===== src/rtl/regfile_write_queue.sv =====
// In-order write queue in front of the register file: valid/ready intake, one drain per cycle,
// and a youngest-match lookup so readers can see writes that are still pending.
module regfile_write_queue #(
  parameter int W = 8,
  parameter int A = 3,
  parameter int D = 4
) (
  input  logic                   Clk,
  input  logic                   Reset,
  input  logic                   InValid,
  output logic                   InReady,
  input  logic [A-1:0]           InAddr,
  input  logic [W-1:0]           InData,
  input  logic                   DrainEn,
  output logic                   WriteEn,
  output logic [A-1:0]           Waddr,
  output logic [W-1:0]           DataIn,
  input  logic [A-1:0]           LookupAddr,
  output logic                   LookupHit,
  output logic [W-1:0]           LookupData,
  output logic [$clog2(D+1)-1:0] Count,
  output logic                   Full,
  output logic                   Empty
);

  localparam int PW = $clog2(D);
  localparam int CW = $clog2(D + 1);

  logic [A-1:0]  r_addr [D];
  logic [W-1:0]  r_data [D];
  logic [PW-1:0] r_head;
  logic [PW-1:0] r_tail;
  logic [CW-1:0] r_count;

  logic          w_full;
  logic          w_empty;
  logic          w_push;
  logic          w_pop;
  logic [D-1:0]  w_match;
  logic [W-1:0]  w_match_data [D];

  assign w_full  = (r_count == CW'(D));
  assign w_empty = (r_count == '0);

  // Reset gates the handshakes directly so nothing moves while it is held low.
  assign InReady = Reset & ~w_full;
  assign WriteEn = Reset & ~w_empty & DrainEn;
  assign w_push  = InValid & InReady;
  assign w_pop   = WriteEn;

  assign Waddr  = w_empty ? '0 : r_addr[r_head];
  assign DataIn = w_empty ? '0 : r_data[r_head];
  assign Count  = r_count;
  assign Full   = w_full;
  assign Empty  = w_empty;

  // Slot gi holds the entry gi places younger than head; only resident entries may match.
  generate
    for (genvar gi = 0; gi < D; gi++) begin : g_match
      logic [PW-1:0] w_idx;
      assign w_idx             = r_head + PW'(gi);
      assign w_match[gi]      = (CW'(gi) < r_count) && (r_addr[w_idx] == LookupAddr);
      assign w_match_data[gi] = r_data[w_idx];
    end
  endgenerate

  always_comb begin
    LookupHit  = 1'b0;
    LookupData = '0;
    for (int k = 0; k < D; k++) begin
      if (w_match[k]) begin
        LookupHit  = 1'b1;
        LookupData = w_match_data[k];
      end
    end
  end

  always_ff @(posedge Clk) begin
    if (!Reset) begin
      r_head  <= '0;
      r_tail  <= '0;
      r_count <= '0;
      for (int i = 0; i < D; i++) begin
        r_addr[i] <= '0;
        r_data[i] <= '0;
      end
    end else begin
      if (w_push) begin
        r_addr[r_tail] <= InAddr;
        r_data[r_tail] <= InData;
        r_tail         <= r_tail + PW'(1);
      end
      if (w_pop) begin
        r_head <= r_head + PW'(1);
      end
      case ({w_push, w_pop})
        2'b10:   r_count <= r_count + CW'(1);
        2'b01:   r_count <= r_count - CW'(1);
        default: r_count <= r_count;
      endcase
    end
  end

endmodule


===== config.mk =====
export PLATFORM = sky130hd
export DESIGN_NAME = regfile_write_queue
export DESIGN_NICKNAME = d
export VERILOG_FILES = /design/src/rtl/regfile_write_queue.sv
export SDC_FILE = /design/constraint.sdc
export NUM_CORES = 1
export LEC_CHECK = 0
export BUFFER_PORTS_ARGS = -buffer_cell sky130_fd_sc_hd__buf_2
export CAP_MARGIN = 30
export CORE_UTILIZATION = 60
export DETAILED_ROUTE_END_ITERATION = 16
export HOLD_SLACK_MARGIN = 0.15
export PLACE_DENSITY = 0.82
export SYNTH_ARGS = -nofsm -noshare
export SYNTH_HDL_FRONTEND = slang
export SYNTH_SLANG_ARGS = --single-unit

===== constraint.sdc =====
create_clock -name Clk -period 3.4 [get_ports Clk]
set_input_delay 0.17 -clock Clk [delete_from_list [all_inputs] [get_ports Clk]]
set_output_delay 0.17 -clock Clk [all_outputs]
set_load 0.01 [all_outputs]

* Word-level counts from Yosys, hierarchy flattened
Memories as Yosys holds them, arrays and structs flattened. A register that Yosys moved wholly into a read port is not among the register bits.
Index checks and enable logic that the tools add are counted.
** Word-level totals
- Register bits after elaboration :: 7
- Latch bits :: 0
- Bits in writable memories :: 44
- Bits in read-only memories :: 0
- Bits of input ports :: 18
- Output and inout port bits :: 27
- Memories kept :: 2
** Memory list
- r_data :: depth 4, width 8, read ports 4, clocked after Yosys merged registers in 1, write ports 4, RTL line 30 : logic [W-1:0] r_data [D];
- r_addr :: depth 4, width 3, read ports 4, clocked after Yosys merged registers in 1, write ports 4, RTL line 29 : logic [A-1:0] r_addr [D];
** Cells by class
- $add $sub $neg :: 6
- $mul :: 0
- Div/mod/pow operators :: 0
- Magnitude comparators :: 4
- Equality and inequality tests :: 7
- Shift-type cells :: 0
- Multiplexer cells :: 25
- Bitwise operators :: 6
- Reductions and logical operators :: 8
** Operators by type and width (count)
- 8-bit two-way mux :: 6
- 3-bit equality test :: 4
- 2-bit two-way mux :: 6
- 1-bit two-way mux :: 10
- 8-bit OR reduction :: 1
- 1-bit by 3-bit < comparator with 1-bit output, first input constant :: 2
- 2-bit by 3-bit < comparator with 1-bit output, first input constant :: 2
- 3-bit two-way mux :: 2
- 3-bit case mux with 2 select lines :: 1
- 2-bit by 1-bit adder with 2-bit output, second input constant :: 2
- 2-bit adder, second input constant :: 2
- 1-bit bitwise AND :: 4
- 1-bit logical AND :: 4
- 3-bit by 1-bit adder with 3-bit output, second input constant :: 1
- 3-bit equality test, second input constant :: 1
- 3-bit logical NOT :: 1
- 3-bit OR reduction :: 1
- 3-bit by 1-bit subtractor with 3-bit output, second input constant :: 1
- 2-bit by 1-bit equality test with 1-bit output, second input constant :: 1
- 2-bit equality test, second input constant :: 1
- 1-bit inverter :: 2
- 2-bit nonzero test :: 1

* Logic depth before layout (Yosys ltp)
Gate-level depths: netlist of the first run.
- Depth in word-level cells :: 9
- Gate-level depth with buffers :: 9
- Gate-level depth less buffers :: 9

* Worst setup path after synthesis of the first run
No wires, ideal clock.
- Path kind :: reg-to-reg
- Start point :: register r_count[0], in the netlist Count[0]
- End point :: memory r_addr[1][0] (enable)
- Setup time :: 0.394 ns
- Arrival time :: 2.013 ns
- Path slack :: 0.993 ns
- Stages on the path, launching flop included :: 7
- Path buffers :: 0
- Clock period less this slack :: 2.407 ns
- Cell sequence :: dfxtp_1 inv_1 ha_1 nand2_1 and2_1 nand3_1 o21ai_0
** RTL lines
- start: declaration :: RTL line 33 : logic [CW-1:0] r_count;
- start signal: assignment :: RTL line 97 : 2'b10: r_count <= r_count + CW'(1);
- start signal: assignment :: RTL line 98 : 2'b01: r_count <= r_count - CW'(1);
- start signal: assignment :: RTL line 99 : default: r_count <= r_count;
- end: declaration :: RTL line 29

==> metrics.md, run 1 <==
| Metric | Value |
|---|---|
| Register bit total from synthesis | `53` |
| Maxcap violations | `0` |
| Post-synth EDFFs | `44` |
| Synth Flop Type | `edfxtp_1` |
| Vias per cell | `6.01` |
| Final slew viol count | `0` |
| Final Skew | `7.39 ps` |
| Worst Hold Slack | `182 ps` |
| RR Startpoint | `Count[0]$_SDFFE_PN0P_` |
| CP max stage delay | `710 ps` |
| Maximum buffer depth of the clock tree | `2` |
| Total grt overflow | `0` |
| Final count of hold timing violations | `0` |
| Diodes inserted | `0` |
| RD Place Congestion | `0.801` |
| Top post-synthesis cells by area | `edfxtp_1, mux4_2, mux4_1` |
| Tot GR Track Use | `25.1%` |
| Synthesized cell area | `0.00368 mm^2` |
| VDD IR-drop max | `0.209 mV` |
| First-pass GRT wire length | `12200 um` |
| Syn Area/Cell | `11.9 um^2` |
| Worst Hold Launch | `InData[0]` |
| CTS tree | `yes` |
| R2R cell count | `8` |
| CP Cell Sequence | `mux4_1 -> xor2_1 -> nor4_4 -> nand3_1 -> a21oi_1 -> buf_2` |
| Vias post-DR | `2517` |
| # rows | `28` |
| Worst min path class | `input pin to flop` |
| # clock sinks | `53` |
| Synth top cells by count | `edfxtp_1, and2_1, a21oi_1, and3_1, nor2_1` |
| Die Wd | `80.4 um` |
| Drt pass-1 iters | `13` |
| Setup CP Type | `flop to primary output` |
| Initial antenna violation count | `0` |
| Leakage power | `1.61 nW` |
| Post-CTS Hold Fix Bufs | `0` |
| Routed Antenna Nets | `0` |
| Root Buffer | `clkbuf_8` |
| Area of the multi-input gates | `0.00205 mm^2` |
| Vias in the first global route | `2319` |
| Vert. Die Dim | `80.4 um` |
| Failing checks | `design-rule violations` |
| Cell variety after synth | `36` |
| CTS clk-pin slew, worst paths | `90 ps` |
| IO Port Bufs | `44` |
| Post-synthesis net count | `333` |
| I/O pin count | `45` |
| R2r endpoint | `r_data[3][0]$_DFFE_PP_` |
| Filler cell count | `436` |
| Setup TNS | `0 ps` |
| Status | `complete, but fails checks` |
| Skew-Pair Late Insertion Delay | `300 ps` |
| Layout cells sized above 1 | `26.7%` |
| Crit path buf inv count | `1` |
| Signal arrival time at the worst endpoint | `2910 ps` |
| Dpl hpwl | `5720 um` |
| Area leader, netlist | `edfxtp_1` |
| Placed cell area | `0.00392 mm^2` |
| R2r setup slk | `730 ps` |
| WP data required | `3230 ps` |
| Post-synthesis sequential area ratio | `40.8%` |
| Critical path's top delay family | `flip-flops` |
| CTS H-Tree Depth | `2` |
| Layout net count | `366` |
| Die area | `0.00646 mm^2` |
| Crit path capture type | `primary output` |
| Relative slew slack | `53.6%` |
| Inserted Clock Buffers | `5` |
| Starting Density | `62.2%` |
| Crit path max-delay cell type | `dfxtp_1` |
| Fmax | `0.324 GHz` |
| Final setup viols | `0` |
| Crit start category | `flop` |
| Largest net degree at the start of global routing | `41` |
| Period utilization | `90.7%` |
| Hold-critical path depth | `2` |
| Wire length per cell | `17.5 um` |
| Routed WL | `7330 um` |
| Pwr per Cell Area | `374 mW/mm^2` |
| Ys async rst share | `0%` |
| Yosys warning count | `0` |
| # Post-CTS Setup Buffers | `0` |
| Core area | `0.00592 mm^2` |
| Worst-margin pin slew | `695 ps` |
| Synth top area share | `35.9%` |
| Number of DRC markers in iteration 0 | `248` |
| Post-layout min period | `3080 ps` |
| Finished Cell Area | `0.00401 mm^2` |
| RSZ-0062 raised after global routing | `false` |
| Hold path endpoint | `r_data[0][0]$_SDFFCE_PN0P_` |
| Crit Path Max Fanout | `11` |
| Most common cell in the netlist | `edfxtp_1` |
| P&R area growth vs syn | `8.83%` |
| Post-route DRC | `2` |
| Register area | `0.00150 mm^2` |
| Post_cts resized | `0` |
| Synth Instances | `310` |
==> worst max path at each step <==
stage	startpoint	endpoint	slack, ps	cells past startpoint
5_1_grt	flop	LookupData[6]	80	6
6_report	flop	LookupData[7]	320	6
2_1_floorplan	Count[0]$_SDFFE_PN0P_	r_addr[1][0]$_SDFFCE_PN0P_	990	6
3_3_place_gp	flop	LookupData[3]	710	6
3_5_place_dp	Count[0]$_SDFFE_PN0P_	r_data[3][5]$_DFFE_PP_	630	6
4_1_cts	flop	LookupData[7]	330	6
==> layout make-up <==
cell class / count / area share (%)
flip-flops and latches: 53 / 37.5
well taps: 75 / 2.34
repair buffers: 50 / 6.62
multi-input cells: 229 / 51.0
inverters: 4 / 0.375
clock inverters: 3 / 0.437
clock buffers: 5 / 1.72
==> cell usage in the layout, fill, tap and decap left out, drive strengths merged, types with 2 or more instances in the layout <==
cell type  synthesis  routed
clkinv             0       3
nor3               3       3
edfxtp            44      44
buf               13      50
xor2               9       9
mux4              26      26
o21a               8       8
nor2              17      17
o21ai              4       4
mux2               8       8
nand3             10      10
a21oi             27      27
clkbuf            11       5
dfxtp              9       9
mux2i             13      13
o22ai              8       8
and3              24      24
nand2b             3       3
ha                 5       5
xnor2             10      10
nand2              5       5
nor4               2       2
inv                4       4
and2              40      40
==> state kept, by name (all words and copies together) (netlist names), named ones only <==
signal  count
r_data     32
r_tail      2
Count       3
r_addr     12
r_head      2
==> per-layer routing <==
metal	share of wire [%]	vias up	track usage [%]
li1	-	1238	-
met1	48	1180	38.2
met2	46	94	38.9
met3	5.1	5	3.18
met4	0.63	0	4.64
met5	0	-	0
==> where the power goes <==
group	switching (W)	leakage, nW	total (W)	internal [W]
Combinational	0.000183	1.04	0.000354	0.000171
Sequential	0.0000530	0.528	0.000803	0.000750
Clock	0.000201	0.0455	0.000344	0.000143
Total	0.000437	1.61	0.00150	0.00106
==> cell families (layout without fill, tap and decap cells) <==
group	Yosys count	after routing	synth area share [%]
and+or+nand+nor	108	108	17.6
DFF	53	53	40.8
AOI/OAI and AO/OA	50	50	8.25
muxes	47	47	22.9
buffers and inverters	28	62	3.70
xor gates and xnor gates	19	19	5.13
adders and majority gates	5	5	1.70
==> per-stage QoR <==
stage,total power [W],util [%],worst slack [ps],instances
3_5_place_dp,0.00117,66.1,629,410
6_report,0.00150,67.7,316,419
5_1_grt,0.00157,67.7,81.6,419
4_1_cts,0.00150,67.6,334,418
3_3_place_gp,0.00115,66.1,708,410
2_1_floorplan,0.00107,-,993,310
(Power assumes the default switching activity.)
==> run 2, diff against run 1 <==
--- a/config.mk
+++ b/config.mk
@@ -7,10 +7,9 @@
 export LEC_CHECK = 0
 export BUFFER_PORTS_ARGS = -buffer_cell sky130_fd_sc_hd__buf_2
 export CAP_MARGIN = 30
-export CORE_UTILIZATION = 60
+export CORE_UTILIZATION = 25
 export DETAILED_ROUTE_END_ITERATION = 16
 export HOLD_SLACK_MARGIN = 0.15
-export PLACE_DENSITY = 0.82
 export SYNTH_ARGS = -nofsm -noshare
 export SYNTH_HDL_FRONTEND = slang
 export SYNTH_SLANG_ARGS = --single-unit
==> constraint.sdc (replaced) <==
create_clock -name Clk -period 3.2 [get_ports Clk]
set_input_delay 0.16 -clock Clk [delete_from_list [all_inputs] [get_ports Clk]]
set_output_delay 0.16 -clock Clk [all_outputs]
set_load 0.01 [all_outputs]
==> run 2 against run 1 <==
Against the previous run: the flow now finishes without violations; non-clock buffer count is 2 higher; combinational power grew 10%; wire length rose by 16%; sequential share of layout area shrank 1.8 points; core utilization down 38 points.
==> metrics.md, run 2 (same netlist as run 1, synthesis figures left out) <==
| Metric | Value |
|---|---|
| Crit Path Max Fanout | `11` |
| Hold path endpoint | `r_addr[0][1]$_SDFFCE_PN0P_` |
| IO Port Bufs | `44` |
| Vias post-DR | `2586` |
| RSZ-0062 raised after global routing | `false` |
| Crit path capture type | `primary output` |
| Diodes inserted | `0` |
| Post-route total power | `0.00176 W` |
| R2r endpoint | `r_data[3][1]$_DFFE_PP_` |
| Crit path buf inv count | `1` |
| Logic pwr share | `22.1%` |
| Layout cells sized above 1 | `27.2%` |
| R2r setup slk | `720 ps` |
| Layout net count | `368` |
| Flop pwr share | `48.2%` |
| Drt pass-1 iters | `4` |
| Worst min path class | `input pin to flop` |
| Worst Hold Launch | `InAddr[1]` |
| Inserted Clock Buffers | `5` |
| CP max stage delay | `640 ps` |
| I/O pin count | `45` |
| Total grt overflow | `0` |
| Met2 WL | `4170 um` |
| Core area | `0.0141 mm^2` |
| Vert. Die Dim | `123 um` |
| Largest net degree at the start of global routing | `41` |
| Largest Register | `r_data` |
| # Post-CTS Setup Buffers | `0` |
| Maxcap violations | `0` |
| Area of the multi-input gates | `0.00205 mm^2` |
| Cell internal pwr | `0.00127 W` |
| Switch Pwr | `0.000490 W` |
| Starting Density | `26.0%` |
| P&R area growth vs syn | `14.3%` |
| RD Place Congestion | `0.836` |
| Die area | `0.0152 mm^2` |
| Fmax | `0.333 GHz` |
| Vias per cell | `4.92` |
| CTS H-Tree Depth | `2` |
| Signal arrival time at the worst endpoint | `2840 ps` |
| Final Skew | `3.37 ps` |
| Post-layout min period | `3000 ps` |
| Routed Antenna Nets | `0` |
| Clock Power Share | `29.7%` |
| Crit path max-delay cell type | `dfxtp_1` |
| Final setup viols | `0` |
| Wire length per cell | `16.2 um` |
| Met3 wire len | `396 um` |
| CTS tree | `yes` |
| CP Cell Sequence | `mux4_2 -> xnor2_2 -> nand4_2 -> nand2_2 -> o22ai_1 -> a21oi_1 -> buf_2` |
| # clock sinks | `53` |
| Initial antenna violation count | `0` |
| Crit start category | `flop` |
| Dpl hpwl | `6700 um` |
| Worst-margin pin slew | `941 ps` |
| Critical path's top delay family | `flip-flops` |
| Post-route DRC | `0` |
| Commonest non-fill, non-tap cells in the layout | `buf_2, edfxtp_1, and2_1, a21oi_1, and3_1` |
| VDD IR-drop max | `0.202 mV` |
| R2R cell count | `7` |
| RR Startpoint | `Count[0]$_SDFFE_PN0P_` |
| Vias in the first global route | `2469` |
| Number of DRC markers in iteration 0 | `197` |
| Relative slew slack | `37.3%` |
| Setup TNS | `0 ps` |
| Post-CTS Hold Fix Bufs | `0` |
| Highest metal used | `met4` |
| Routed metal-1 wirelength | `3840 um` |
| Final count of hold timing violations | `0` |
| Status | `completed` |
| First-pass GRT wire length | `13300 um` |
| Worst Setup SP | `r_head[1]$_SDFFE_PN0P_` |
| Routed WL | `8530 um` |
| Switch share | `27.8%` |
| WP data required | `3040 ps` |
| Post_cts resized | `0` |
| # rows | `43` |
| Die Wd | `123 um` |
| Tot GR Track Use | `11.6%` |
| Final slew viol count | `0` |
| Period utilization | `93.8%` |
| Maximum buffer depth of the clock tree | `2` |
| Leakage power | `1.64 nW` |
| Pwr per Cell Area | `419 mW/mm^2` |
| CTS clk-pin slew, worst paths | `70 ps` |
| Setup CP Type | `flop to primary output` |
| Hold-critical path depth | `2` |
| Root Buffer | `clkbuf_16` |
| Skew-Pair Late Insertion Delay | `290 ps` |
| Filler cell count | `1459` |
| Register area | `0.00150 mm^2` |
| Max reg flops | `32` |
-- run 2: cell count changes in the layout (fill, tap and decap cells not counted), sizes merged --
cell	change
clkinv	-3
buf	+2
clkbuf	+1
clkinvlp	+1
inv	+1
-- run 2: through the flow --
| stage | utilization, % | std cells | setup slack, ps | hold slack, ps | cell area [um^2] |
|---|---|---|---|---|---|
| 2_1_floorplan | - | 310 | 793 | 358 | 3680 |
| 3_3_place_gp | 28.8 | 518 | 531 | 484 | 4070 |
| 3_5_place_dp | 28.8 | 518 | 502 | 491 | 4070 |
| 4_1_cts | 29.8 | 526 | 173 | 186 | 4210 |
| 5_1_grt | 29.8 | 526 | 64.4 | 210 | 4210 |
| 6_report | 29.8 | 526 | 197 | 189 | 4210 |
-- run 2: final cells by class --
class | instances | area share (%)
inverter | 4 | 0.357
tap | 180 | 5.35
timing repair buffer | 52 | 6.65
clock inverter | 2 | 0.327
clock buffer | 6 | 3.06
multi-input combinational | 229 | 48.6
sequential | 53 | 35.7
-- run 2: power groups by stage --
stage | Combinational, W | Sequential [W] | Clock (W)
2_1_floorplan | 0.000298 | 0.000838 | 0
3_3_place_gp | 0.000391 | 0.000860 | 0
3_5_place_dp | 0.000396 | 0.000865 | 0
4_1_cts | 0.000398 | 0.000849 | 0.000543
5_1_grt | 0.000434 | 0.000857 | 0.000559
6_report | 0.000390 | 0.000850 | 0.000524
-- run 2: worst max path at each step --
stage	end	slack, ps	depth (start not counted)
floorplan	r_addr[1][0]$_SDFFCE_PN0P_	790	6
global placement	LookupData[0]	530	7
detailed placement	LookupData[0]	500	7
CTS	LookupData[0]	170	7
global route	LookupData[0]	60	7
finish	LookupData[0]	200	7
-- run 2: worst register-to-register path, delay by kind of cell, from the launching register on --
family          cells  cell delay (ps)
compound gates      1              770
fa+ha+maj           1              190
buf+inv             1              130
flops               1              380
simple gates        4              640
-- run 2: layer usage --
metal / up-vias / GRT usage, %
li1: 1236 / -
met3: 5 / 2.44
met4: 0 / 4.07
met5: - / 0
met2: 59 / 19.3
met1: 1286 / 14.8
==> run 3, diff against run 2 <==
--- a/config.mk
+++ b/config.mk
@@ -10,6 +10,7 @@
 export CORE_UTILIZATION = 25
 export DETAILED_ROUTE_END_ITERATION = 16
 export HOLD_SLACK_MARGIN = 0.15
+export SKIP_LAST_GASP = 1
 export SYNTH_ARGS = -nofsm -noshare
 export SYNTH_HDL_FRONTEND = slang
 export SYNTH_SLANG_ARGS = --single-unit
==> constraint.sdc (replaced) <==
create_clock -name Clk -period 3.2 [get_ports Clk]
set_input_delay 0.64 -clock Clk [delete_from_list [all_inputs] [get_ports Clk]]
set_output_delay 0.64 -clock Clk [all_outputs]
set_load 0.01 [all_outputs]
==> run 3 against run 2 <==
Against the previous run: die area unchanged; clock-buffer cell count unchanged; setup slack got worse by 90 ps; non-clock buffer count increased by 9; core utilization increased by 1.3 points; clock skew increased by 1.7 ps; critical path type unchanged; highest routed layer unchanged.
==> metrics.md, run 3 (same netlist as run 1, synthesis figures left out) <==
| Metric | Value |
|---|---|
| Status | `completed` |
| RSZ-0062 raised after global routing | `false` |
| Flop pwr share | `47.5%` |
| Switch Pwr | `0.000499 W` |
| Register area | `0.00151 mm^2` |
| Dpl hpwl | `6660 um` |
| Wire length per cell | `16.8 um` |
| Number of DRC markers in iteration 0 | `139` |
| CTS tree | `yes` |
| Worst-margin pin slew | `629 ps` |
| Tot GR Track Use | `11.4%` |
| Routed Antenna Nets | `0` |
| Die Wd | `123 um` |
| Inserted Clock Buffers | `5` |
| Skew-Pair Late Insertion Delay | `290 ps` |
| Largest Register | `r_data` |
| Setup TNS | `0 ps` |
| Maxcap violations | `0` |
| Cell internal pwr | `0.00128 W` |
| Starting Density | `26.0%` |
| Largest net degree at the start of global routing | `41` |
| Clock Power Share | `28.0%` |
| Vert. Die Dim | `123 um` |
| P&R area growth vs syn | `19.3%` |
| Layout cells sized above 1 | `30.6%` |
| Layout net count | `379` |
| Final setup viols | `0` |
| Crit path capture type | `primary output` |
| Commonest non-fill, non-tap cells in the layout | `buf_2, edfxtp_1, and2_1, a21oi_1, and3_1` |
| Period utilization | `96.7%` |
| Vias post-DR | `2624` |
| Relative slew slack | `58.0%` |
| First-pass GRT wire length | `13200 um` |
| Post-layout min period | `3090 ps` |
| Fmax | `0.323 GHz` |
| R2r setup slk | `770 ps` |
| WP data required | `2560 ps` |
| Area of the multi-input gates | `0.00215 mm^2` |
| Post-route DRC | `0` |
| Pwr per Cell Area | `406 mW/mm^2` |
| Drt pass-1 iters | `4` |
| VDD IR-drop max | `0.226 mV` |
| Non-filler cells, final | `537` |
| CTS H-Tree Depth | `2` |
| Initial antenna violation count | `0` |
| Leakage power | `1.71 nW` |
| Crit start category | `flop` |
| Routed WL | `9030 um` |
| Worst min path class | `flop to flop` |
| Die area | `0.0152 mm^2` |
| Signal arrival time at the worst endpoint | `2450 ps` |
| RD Place Congestion | `0.842` |
| Placed cells | `522` |
| Crit Path Max Fanout | `9` |
| Logic pwr share | `24.4%` |
| # rows | `43` |
| Vias in the first global route | `2420` |
| Post-CTS Hold Fix Bufs | `0` |
| IO Port Bufs | `44` |
| Filler cell count | `1424` |
| Final count of hold timing violations | `0` |
| Final Skew | `5.12 ps` |
| I/O pin count | `45` |
| Vias per cell | `4.89` |
| Final slew viol count | `0` |
| CTS clk-pin slew, worst paths | `60 ps` |
| Setup CP Type | `flop to primary output` |
| # clock sinks | `53` |
| Max reg flops | `32` |
| Core area | `0.0141 mm^2` |
| Switch share | `28.0%` |
| Total grt overflow | `0` |
| Root Buffer | `clkbuf_16` |
| Maximum buffer depth of the clock tree | `2` |
run 3: what timing repair did:
item,in CTS,in global routing
endpoints found under the hold margin,0,0
pin swaps,0,2
gates resized for setup,3,13
setup endpoints to repair,9,8
cloned,0,2
buffers inserted,0,5
run 3: cell type report:
cell class              count  share of cell area, %
diodes                      1                 0.0569
clock buffers               6                   2.93
clock inverters             1                 0.0854
inverters                   4                  0.342
multi-input cells         231                   49.0
flip-flops and latches     53                   34.4
well taps                 180                   5.13
repair buffers             61                   8.09
run 3: power groups by stage:
stage	Combinational (W)	Clock, W	Sequential [W]
floorplan	0.000298	0	0.000838
global placement	0.000386	0	0.000860
detailed placement	0.000394	0	0.000863
CTS	0.000398	0.000507	0.000849
global route	0.000477	0.000532	0.000855
finish	0.000436	0.000499	0.000847
run 3: path summary, 6_finish.rpt:
kind                          start                          to  depth (start not counted)
max          r_head[0]$_SDFFE_PN0P_               LookupData[2]                          8
min reg2reg  r_tail[1]$_SDFFE_PN0P_      r_tail[1]$_SDFFE_PN0P_                          1
min          r_tail[1]$_SDFFE_PN0P_      r_tail[1]$_SDFFE_PN0P_                          1
max reg2reg   Count[0]$_SDFFE_PN0P_  r_data[2][0]$_SDFFCE_PN0P_                          7
run 3: routing by layer:
layer | GRT usage [%] | share of wire (%)
met1 | 14.7 | 43
met2 | 18.6 | 51
met3 | 2.44 | 4.9
met4 | 4.44 | 1.3
met5 | 0 | 0
run 3: worst max-delay path, cell delays in order, from the launching register on:
cell     delay (ps)
dfxtp_4         420
mux4_2          520
xor2_1          190
nor4_4          250
buf_4           210
a41oi_2          90
o21a_1          190
a21oi_1         140
buf_2           150
run 3: per-stage QoR:
| stage | setup slack (ps) | instance area [um^2] | power [W] | hold WS, ps | util (%) |
|---|---|---|---|---|---|
| after detailed placement | 175 | 4100 | 0.00126 | 517 | 29.0 |
| after global routing | 9.11 | 4390 | 0.00186 | 590 | 31.0 |
| after CTS | 26.8 | 4240 | 0.00175 | 539 | 30.0 |
| final | 107 | 4390 | 0.00178 | 537 | 31.1 |
| after global placement | 224 | 4090 | 0.00125 | 507 | 28.9 |
| after floorplan | 537 | 3680 | 0.00114 | 484 | - |
